`src/rtl/aud_i2s_pkg.sv`:
```
// Shared constants, slot map and state encoding for the codec-side I2S master.
package aud_i2s_pkg;

   localparam int unsigned SAMPLE_W    = 16;
   localparam int unsigned SLOT_W      = 32;
   localparam int unsigned FRAME_SLOTS = 64;
   localparam int unsigned SLOT_CNT_W  = $clog2(FRAME_SLOTS);

   typedef logic [SLOT_CNT_W-1:0] slot_t;

   // Data sits one slot after each LRCK edge (I2S one-bit delay).
   localparam slot_t SLOT_L_FIRST = slot_t'(1);
   localparam slot_t SLOT_L_LAST  = slot_t'(SAMPLE_W);
   localparam slot_t SLOT_R_FIRST = slot_t'(SLOT_W + 1);
   localparam slot_t SLOT_R_LAST  = slot_t'(SLOT_W + SAMPLE_W);
   localparam slot_t SLOT_LAST    = slot_t'(FRAME_SLOTS - 1);

   typedef enum logic {S_IDLE, S_RUN} state_t;

   function automatic logic in_left(input slot_t s);
      return (s >= SLOT_L_FIRST) && (s <= SLOT_L_LAST);
   endfunction

   function automatic logic in_right(input slot_t s);
      return (s >= SLOT_R_FIRST) && (s <= SLOT_R_LAST);
   endfunction

endpackage

```
`src/rtl/aud_i2s_clkgen.sv`:
```
// BCLK divider, LRCK and slot counter with rise/fall/frame-start strobes.
module aud_i2s_clkgen
   import aud_i2s_pkg::*;
#(
   parameter int unsigned BCLK_HALF = 2
) (
   input  logic  clk,
   input  logic  rst_n,
   input  logic  en,
   output logic  bclk,
   output logic  lrck,
   output slot_t slot,
   output logic  rise,
   output logic  fall,
   output logic  frame_start,
   output logic  clear
);

   localparam int unsigned       DIV_W    = (BCLK_HALF > 1) ? $clog2(BCLK_HALF) : 1;
   localparam logic [DIV_W-1:0] DIV_LAST = DIV_W'(BCLK_HALF - 1);

   state_t           state, state_nxt;
   logic             count;
   logic             tick;
   logic [DIV_W-1:0] div;
   slot_t            slot_nxt;

   always_ff @(posedge clk or negedge rst_n) begin
      if (!rst_n) state <= S_IDLE;
      else        state <= state_nxt;
   end

   // Counting starts in the very cycle enable is first seen so the first
   // BCLK rise lands BCLK_HALF cycles later.
   always_comb begin
      state_nxt = state;
      count     = 1'b0;
      clear     = 1'b0;
      case (state)
         S_IDLE: begin
            if (en) begin
               state_nxt = S_RUN;
               count     = 1'b1;
            end
         end
         S_RUN: begin
            if (en) begin
               count = 1'b1;
            end else begin
               state_nxt = S_IDLE;
               clear     = 1'b1;
            end
         end
         default: state_nxt = S_IDLE;
      endcase
   end

   assign tick        = count && (div == DIV_LAST);
   assign rise        = tick && !bclk;
   assign fall        = tick && bclk;
   assign frame_start = fall && (slot == SLOT_LAST);
   assign slot_nxt    = slot + slot_t'(1);

   always_ff @(posedge clk or negedge rst_n) begin
      if (!rst_n) begin
         div  <= '0;
         bclk <= 1'b0;
         slot <= SLOT_LAST;
         lrck <= 1'b1;
      end else if (clear) begin
         div  <= '0;
         bclk <= 1'b0;
         slot <= SLOT_LAST;
         lrck <= 1'b1;
      end else if (count) begin
         if (tick) begin
            div  <= '0;
            bclk <= ~bclk;
            if (bclk) begin
               slot <= slot_nxt;
               lrck <= slot_nxt[SLOT_CNT_W-1];
            end
         end else begin
            div <= div + DIV_W'(1);
         end
      end
   end

endmodule

```
`src/rtl/aud_i2s_codec_master.sv`:
```
// Codec-side I2S master: ADC holding register + serializer, DAC deserializer.
module aud_i2s_codec_master
   import aud_i2s_pkg::*;
#(
   parameter int unsigned BCLK_HALF = 2
) (
   input  logic                i_clk,
   input  logic                i_rst_n,
   input  logic                i_en,
   input  logic [SAMPLE_W-1:0] i_adc_l,
   input  logic [SAMPLE_W-1:0] i_adc_r,
   input  logic                i_adc_valid,
   output logic                o_adc_ready,
   output logic                o_underrun,
   output logic [SAMPLE_W-1:0] o_dac_l,
   output logic [SAMPLE_W-1:0] o_dac_r,
   output logic                o_dac_valid,
   output logic                o_bclk,
   output logic                o_lrck,
   output logic                o_adcdat,
   input  logic                i_dacdat
);

   logic                hold_full;
   logic [SAMPLE_W-1:0] hold_l, hold_r;
   logic [SAMPLE_W-1:0] tx_l, tx_r;
   logic [SAMPLE_W-2:0] rx_sh;
   logic [SAMPLE_W-1:0] rx_l_stage;
   logic [SAMPLE_W-1:0] rx_word;
   logic                accept;
   logic                rise, fall, frame_start, clear;
   slot_t               slot, slot_nxt;

   aud_i2s_clkgen #(
      .BCLK_HALF (BCLK_HALF)
   ) u_clkgen (
      .clk         (i_clk),
      .rst_n       (i_rst_n),
      .en          (i_en),
      .bclk        (o_bclk),
      .lrck        (o_lrck),
      .slot        (slot),
      .rise        (rise),
      .fall        (fall),
      .frame_start (frame_start),
      .clear       (clear)
   );

   assign o_adc_ready = !hold_full;
   assign accept      = i_adc_valid && !hold_full;
   assign slot_nxt    = slot + slot_t'(1);
   assign rx_word     = {rx_sh, i_dacdat};

   // A pair accepted in an empty-holding frame-start cycle survives to the next frame.
   always_ff @(posedge i_clk or negedge i_rst_n) begin
      if (!i_rst_n) begin
         hold_full  <= 1'b0;
         hold_l     <= '0;
         hold_r     <= '0;
         tx_l       <= '0;
         tx_r       <= '0;
         o_adcdat   <= 1'b0;
         o_underrun <= 1'b0;
      end else begin
         o_underrun <= 1'b0;
         if (accept) begin
            hold_l    <= i_adc_l;
            hold_r    <= i_adc_r;
            hold_full <= 1'b1;
         end
         if (clear) begin
            tx_l     <= '0;
            tx_r     <= '0;
            o_adcdat <= 1'b0;
         end else if (fall) begin
            if (frame_start) begin
               if (hold_full) begin
                  tx_l      <= hold_l;
                  tx_r      <= hold_r;
                  hold_full <= 1'b0;
               end else begin
                  tx_l       <= '0;
                  tx_r       <= '0;
                  o_underrun <= 1'b1;
               end
               o_adcdat <= 1'b0;
            end else if (in_left(slot_nxt)) begin
               o_adcdat <= tx_l[SAMPLE_W-1];
               tx_l     <= {tx_l[SAMPLE_W-2:0], 1'b0};
            end else if (in_right(slot_nxt)) begin
               o_adcdat <= tx_r[SAMPLE_W-1];
               tx_r     <= {tx_r[SAMPLE_W-2:0], 1'b0};
            end else begin
               o_adcdat <= 1'b0;
            end
         end
      end
   end

   always_ff @(posedge i_clk or negedge i_rst_n) begin
      if (!i_rst_n) begin
         rx_sh       <= '0;
         rx_l_stage  <= '0;
         o_dac_l     <= '0;
         o_dac_r     <= '0;
         o_dac_valid <= 1'b0;
      end else begin
         o_dac_valid <= 1'b0;
         if (clear) begin
            rx_sh      <= '0;
            rx_l_stage <= '0;
         end else if (rise && (in_left(slot) || in_right(slot))) begin
            rx_sh <= rx_word[SAMPLE_W-2:0];
            if (slot == SLOT_L_LAST) begin
               rx_l_stage <= rx_word;
            end
            if (slot == SLOT_R_LAST) begin
               o_dac_l     <= rx_l_stage;
               o_dac_r     <= rx_word;
               o_dac_valid <= 1'b1;
            end
         end
      end
   end

endmodule

```
`config.mk`:
```
export PLATFORM = sky130hd
export DESIGN_NAME = aud_i2s_codec_master
export DESIGN_NICKNAME = d
export VERILOG_FILES = /design/src/rtl/aud_i2s_pkg.sv /design/src/rtl/aud_i2s_clkgen.sv /design/src/rtl/aud_i2s_codec_master.sv
export SDC_FILE = /design/constraint.sdc
export NUM_CORES = 1
export LEC_CHECK = 0
export ABC_AREA = 1
export CAP_MARGIN = 5
export CELL_PAD_IN_SITES_DETAIL_PLACEMENT = 1
export CELL_PAD_IN_SITES_GLOBAL_PLACEMENT = 1
export CORE_MARGIN = 5
export CORE_UTILIZATION = 38
export CTS_CLUSTER_DIAMETER = 120
export CTS_CLUSTER_SIZE = 10
export DETAILED_ROUTE_END_ITERATION = 12
export MAX_ROUTING_LAYER = met4
export PLACE_DENSITY = 0.8
export SYNTH_ARGS = -nofsm -noshare
export SYNTH_HDL_FRONTEND = slang
export SYNTH_SLANG_ARGS = --single-unit
```
`constraint.sdc`:
```
create_clock -name i_clk -period 1.8 [get_ports i_clk]
set_input_delay 0.18 -clock i_clk [delete_from_list [all_inputs] [get_ports i_clk]]
set_output_delay 0.18 -clock i_clk [all_outputs]
set_load 0.005 [all_outputs]
```
==> results.ini, run 1 <==
[outcome]
status=finished with violations
violations=setup timing

[worst_setup_path]
start_kind=register
critPathKind=reg2reg
cp_cell_sequence=buf_4 > inv_2 > ha_4 > nand3_2 > o21ai_1 > nand2_1 > nand2_2 > inv_6 > nand2_8 > clkbuf_16 > nand2_1 > o21ai_1
max_stage_delay_ps=560
cp_max_fo=5
end_kind=register
worstPathArrival_ps=2290
cp_data_required_time_ps=2100
slowest_stage=dfstp_2

[power_and_ir_drop]
power_uw=11700
ir_worst_vdd_uv=1320
cellLeakagePower_uw=0.00425
p_per_area_nw_per_um2=1360

[yosys]
ys_ff_latch=140
postSynthAreaPerCell_um2=9.02
synth.area.top_cells=dfrtp_1, nand2_1, mux2_2
synth_largest_area_cell=dfrtp_1
syn_nets=726
syn-cell-area_um2=6180
synthCells=685
ys_warn_count=0
yosysSeqAreaShare_pct=56.8
synth_cell_types=26
netlist.area_leader.share_pct=54.3

[cts]
cts_root_buffer=clkbuf_16
cts_htree_levels=4
cts_tree=yes
cts_num_sinks=140
cts_buffer_depth=2
cts.clk_slew.worst_paths_ps=60
clock_latency_ps=430
cts_buffers=17

[detailed_routing]
first_pass_iters=4
drt-wirelength-per-cell_um=17.6
route.vias.total=5220
drc=0
first_iter_violations=218
routed_wl_mm=18.3
via_per_inst=5.03
ant_nets=0

[cells_and_area]
final_nets=849
drive_gt1_share_pct=25.1
multi_input_area_um2=2610
final_area_um2=8590
fin_cells=1038
fillers=1799
area_growth_syn_to_layout_pct=39.1
seqCellArea_um2=3510

[placed_design]
globalplace.congestion=0.809
numPortBuffers=74
dp_cells=982
dpl.hpwl_mm=11.3
placed_area_um2=7360
pre_cts_slack_ps=-243

[timing]
fin_crit_sh_pct=110
fin_hold_ws_ps=288
fin_ws_ps=-186
min_period_ps=1990
slew_headroom_pct=64.0
tightest_slew_ps=540
rsz0062_at_grt=yes
slew_violations=0
fin_skew_ps=9.65
fmax_ghz=0.504
setup_viol=86
hold_viol=0

[floorplanning]
dieHeight_um=138
dieArea_um2=18900
rows=46
io_pins=75
initial_core_util_pct=38.8
die_w_um=138
core_region_area_um2=15900

[grt]
antenna_found_initial=1
grt_pass1_wl_mm=29.1
grt_overflow=0
grt_usage_pct=20.4
grt_max_degree=55
grt_pass1_vias=5741

[hold_path]
hold_path.class=in2async

[flow_run]
drv_cap=0

power breakdown:
group / total, µW / internal (µW) / switching [µW]
registers: 4400 / 3890 / 510
clock network: 3580 / 2180 / 1390
logic: 3750 / 1670 / 2080
total: 11700 / 7740 / 3980
cells in the final DEF (no fill, tap or decap), types with 2 or more instances in the layout:
master,count
nand2_1,247
ha_1,2
inv_2,5
nand2_4,7
clkinv_4,2
nor2_4,4
inv_4,3
nand2_2,33
buf_16,3
buf_8,2
ha_4,2
clkbuf_16,20
buf_12,9
nand4_1,7
buf_6,7
nand3_2,13
mux2_2,32
inv_6,5
dfstp_2,6
nand3_1,58
a22oi_1,2
clkinvlp_4,3
o21ai_0,24
nand2_8,5
nor2_1,25
o21ai_1,11
bufinv_16,3
a21oi_1,2
inv_1,27
dfrtp_1,134
clkdlybuf4s50_1,72
buf_4,34
clkinv_2,4
per-layer routing:
metal  part of all wire [%]  track usage, %  up-vias
met5                      0               -        -
met4                    2.3            7.21        0
met3                    3.8            4.57       38
met2                     55            35.9      115
met1                     39            22.6     2628
li1                       -               -     2439
registers in the layout, summed over array words and instances (netlist names):
signal	flops
hold_l	16
hold_r	16
o_dac_l	16
o_dac_r	16
rx_l_stage	16
tx_l	16
tx_r	16
rx_sh	15
u_clkgen.slot	6
hold_full	1
o_adcdat	1
o_dac_valid	1
o_underrun	1
u_clkgen.bclk	1
u_clkgen.div	1
u_clkgen.state	1
path summary, 6_finish.rpt:
check	startpoint	depth (start not counted)	end	slack, ps
setup reg to reg	u_clkgen.slot[0]	12	o_dac_r[8]	-190
hold reg to reg	rx_l_stage[7]	2	o_dac_l[7]	480
hold / removal	i_rst_n	2	o_dac_r[14]	290
max in group asynchronous	i_rst_n	3	o_dac_l[4]	790
setup / recovery	u_clkgen.slot[0]	12	o_dac_r[8]	-190
min in group i_clk	i_adc_r[5]	2	hold_r[5]	360
layout make-up:
| class | count | area share [%] |
|---|---|---|
| clock inverter | 14 | 1.97 |
| antenna | 1 | 0.0291 |
| tap | 216 | 3.15 |
| clock buffer | 18 | 4.99 |
| timing repair inverter | 1 | 0.0874 |
| timing repair buffer | 132 | 16.8 |
| inverter | 37 | 1.82 |
| sequential | 140 | 40.9 |
| multi-input combinational | 479 | 30.3 |
repair_timing:
| item | CTS | global route |
|---|---|---|
| cloned | 5 | 6 |
| setup buffers | 8 | 3 |
| gates resized for setup | 39 | 52 |
| pin swaps | 14 | 19 |
| hold buffers | 1 | 0 |
| setup endpoints to repair | 81 | 96 |
| hold endpoints to repair | 44 | 0 |
cell families (layout without fill, tap and decap cells):
group	count (synthesis)	count (layout)	synth area share [%]
AOI/OAI and AO/OA	41	41	3.42
adders and majority gates	4	4	0.810
other	0	1	0
and+or+nand+nor	399	402	27.2
buffers and inverters	69	202	5.91
muxes	32	32	5.83
DFF	140	140	56.8
synth_stat cells:
cell type,instances
nor2_4,1
nand4_1,7
nor2_2,2
nand2_1,278
o21ai_1,5
a21oi_1,2
nor3_1,1
clkbuf_1,7
o21ai_0,31
nand3_2,3
a22oi_1,2
o22ai_1,1
ha_1,4
inv_2,8
nor2_1,27
buf_4,8
dfrtp_1,134
mux2_2,32
nand3_1,69
buf_6,8
nand2_2,7
inv_4,2
buf_2,9
inv_1,27
dfstp_2,6
nand2_4,4
per-stage QoR:
stage	util, %	setup TNS (ps)
3_3_place_gp	46.2	-334
5_1_grt	53.9	-15490
6_report	53.9	-9230
4_1_cts	51.9	-4190
3_5_place_dp	46.2	-8710
2_1_floorplan	-	0
critical path, delay by kind of cell (launching register included):
family / cells / cell delay (ps)
compound gates: 2 / 150
fa+ha+maj: 1 / 180
buf+inv: 4 / 480
flops: 1 / 560
simple gates: 5 / 470
(Power assumes the default switching activity.)
==> run 2, diff against run 1 <==
Settings changed: ABC_CLOCK_PERIOD_IN_PS set to 1800.
==> results of run 2 <==
No change in the layout: final DEF, timing and power equal those of run 1.
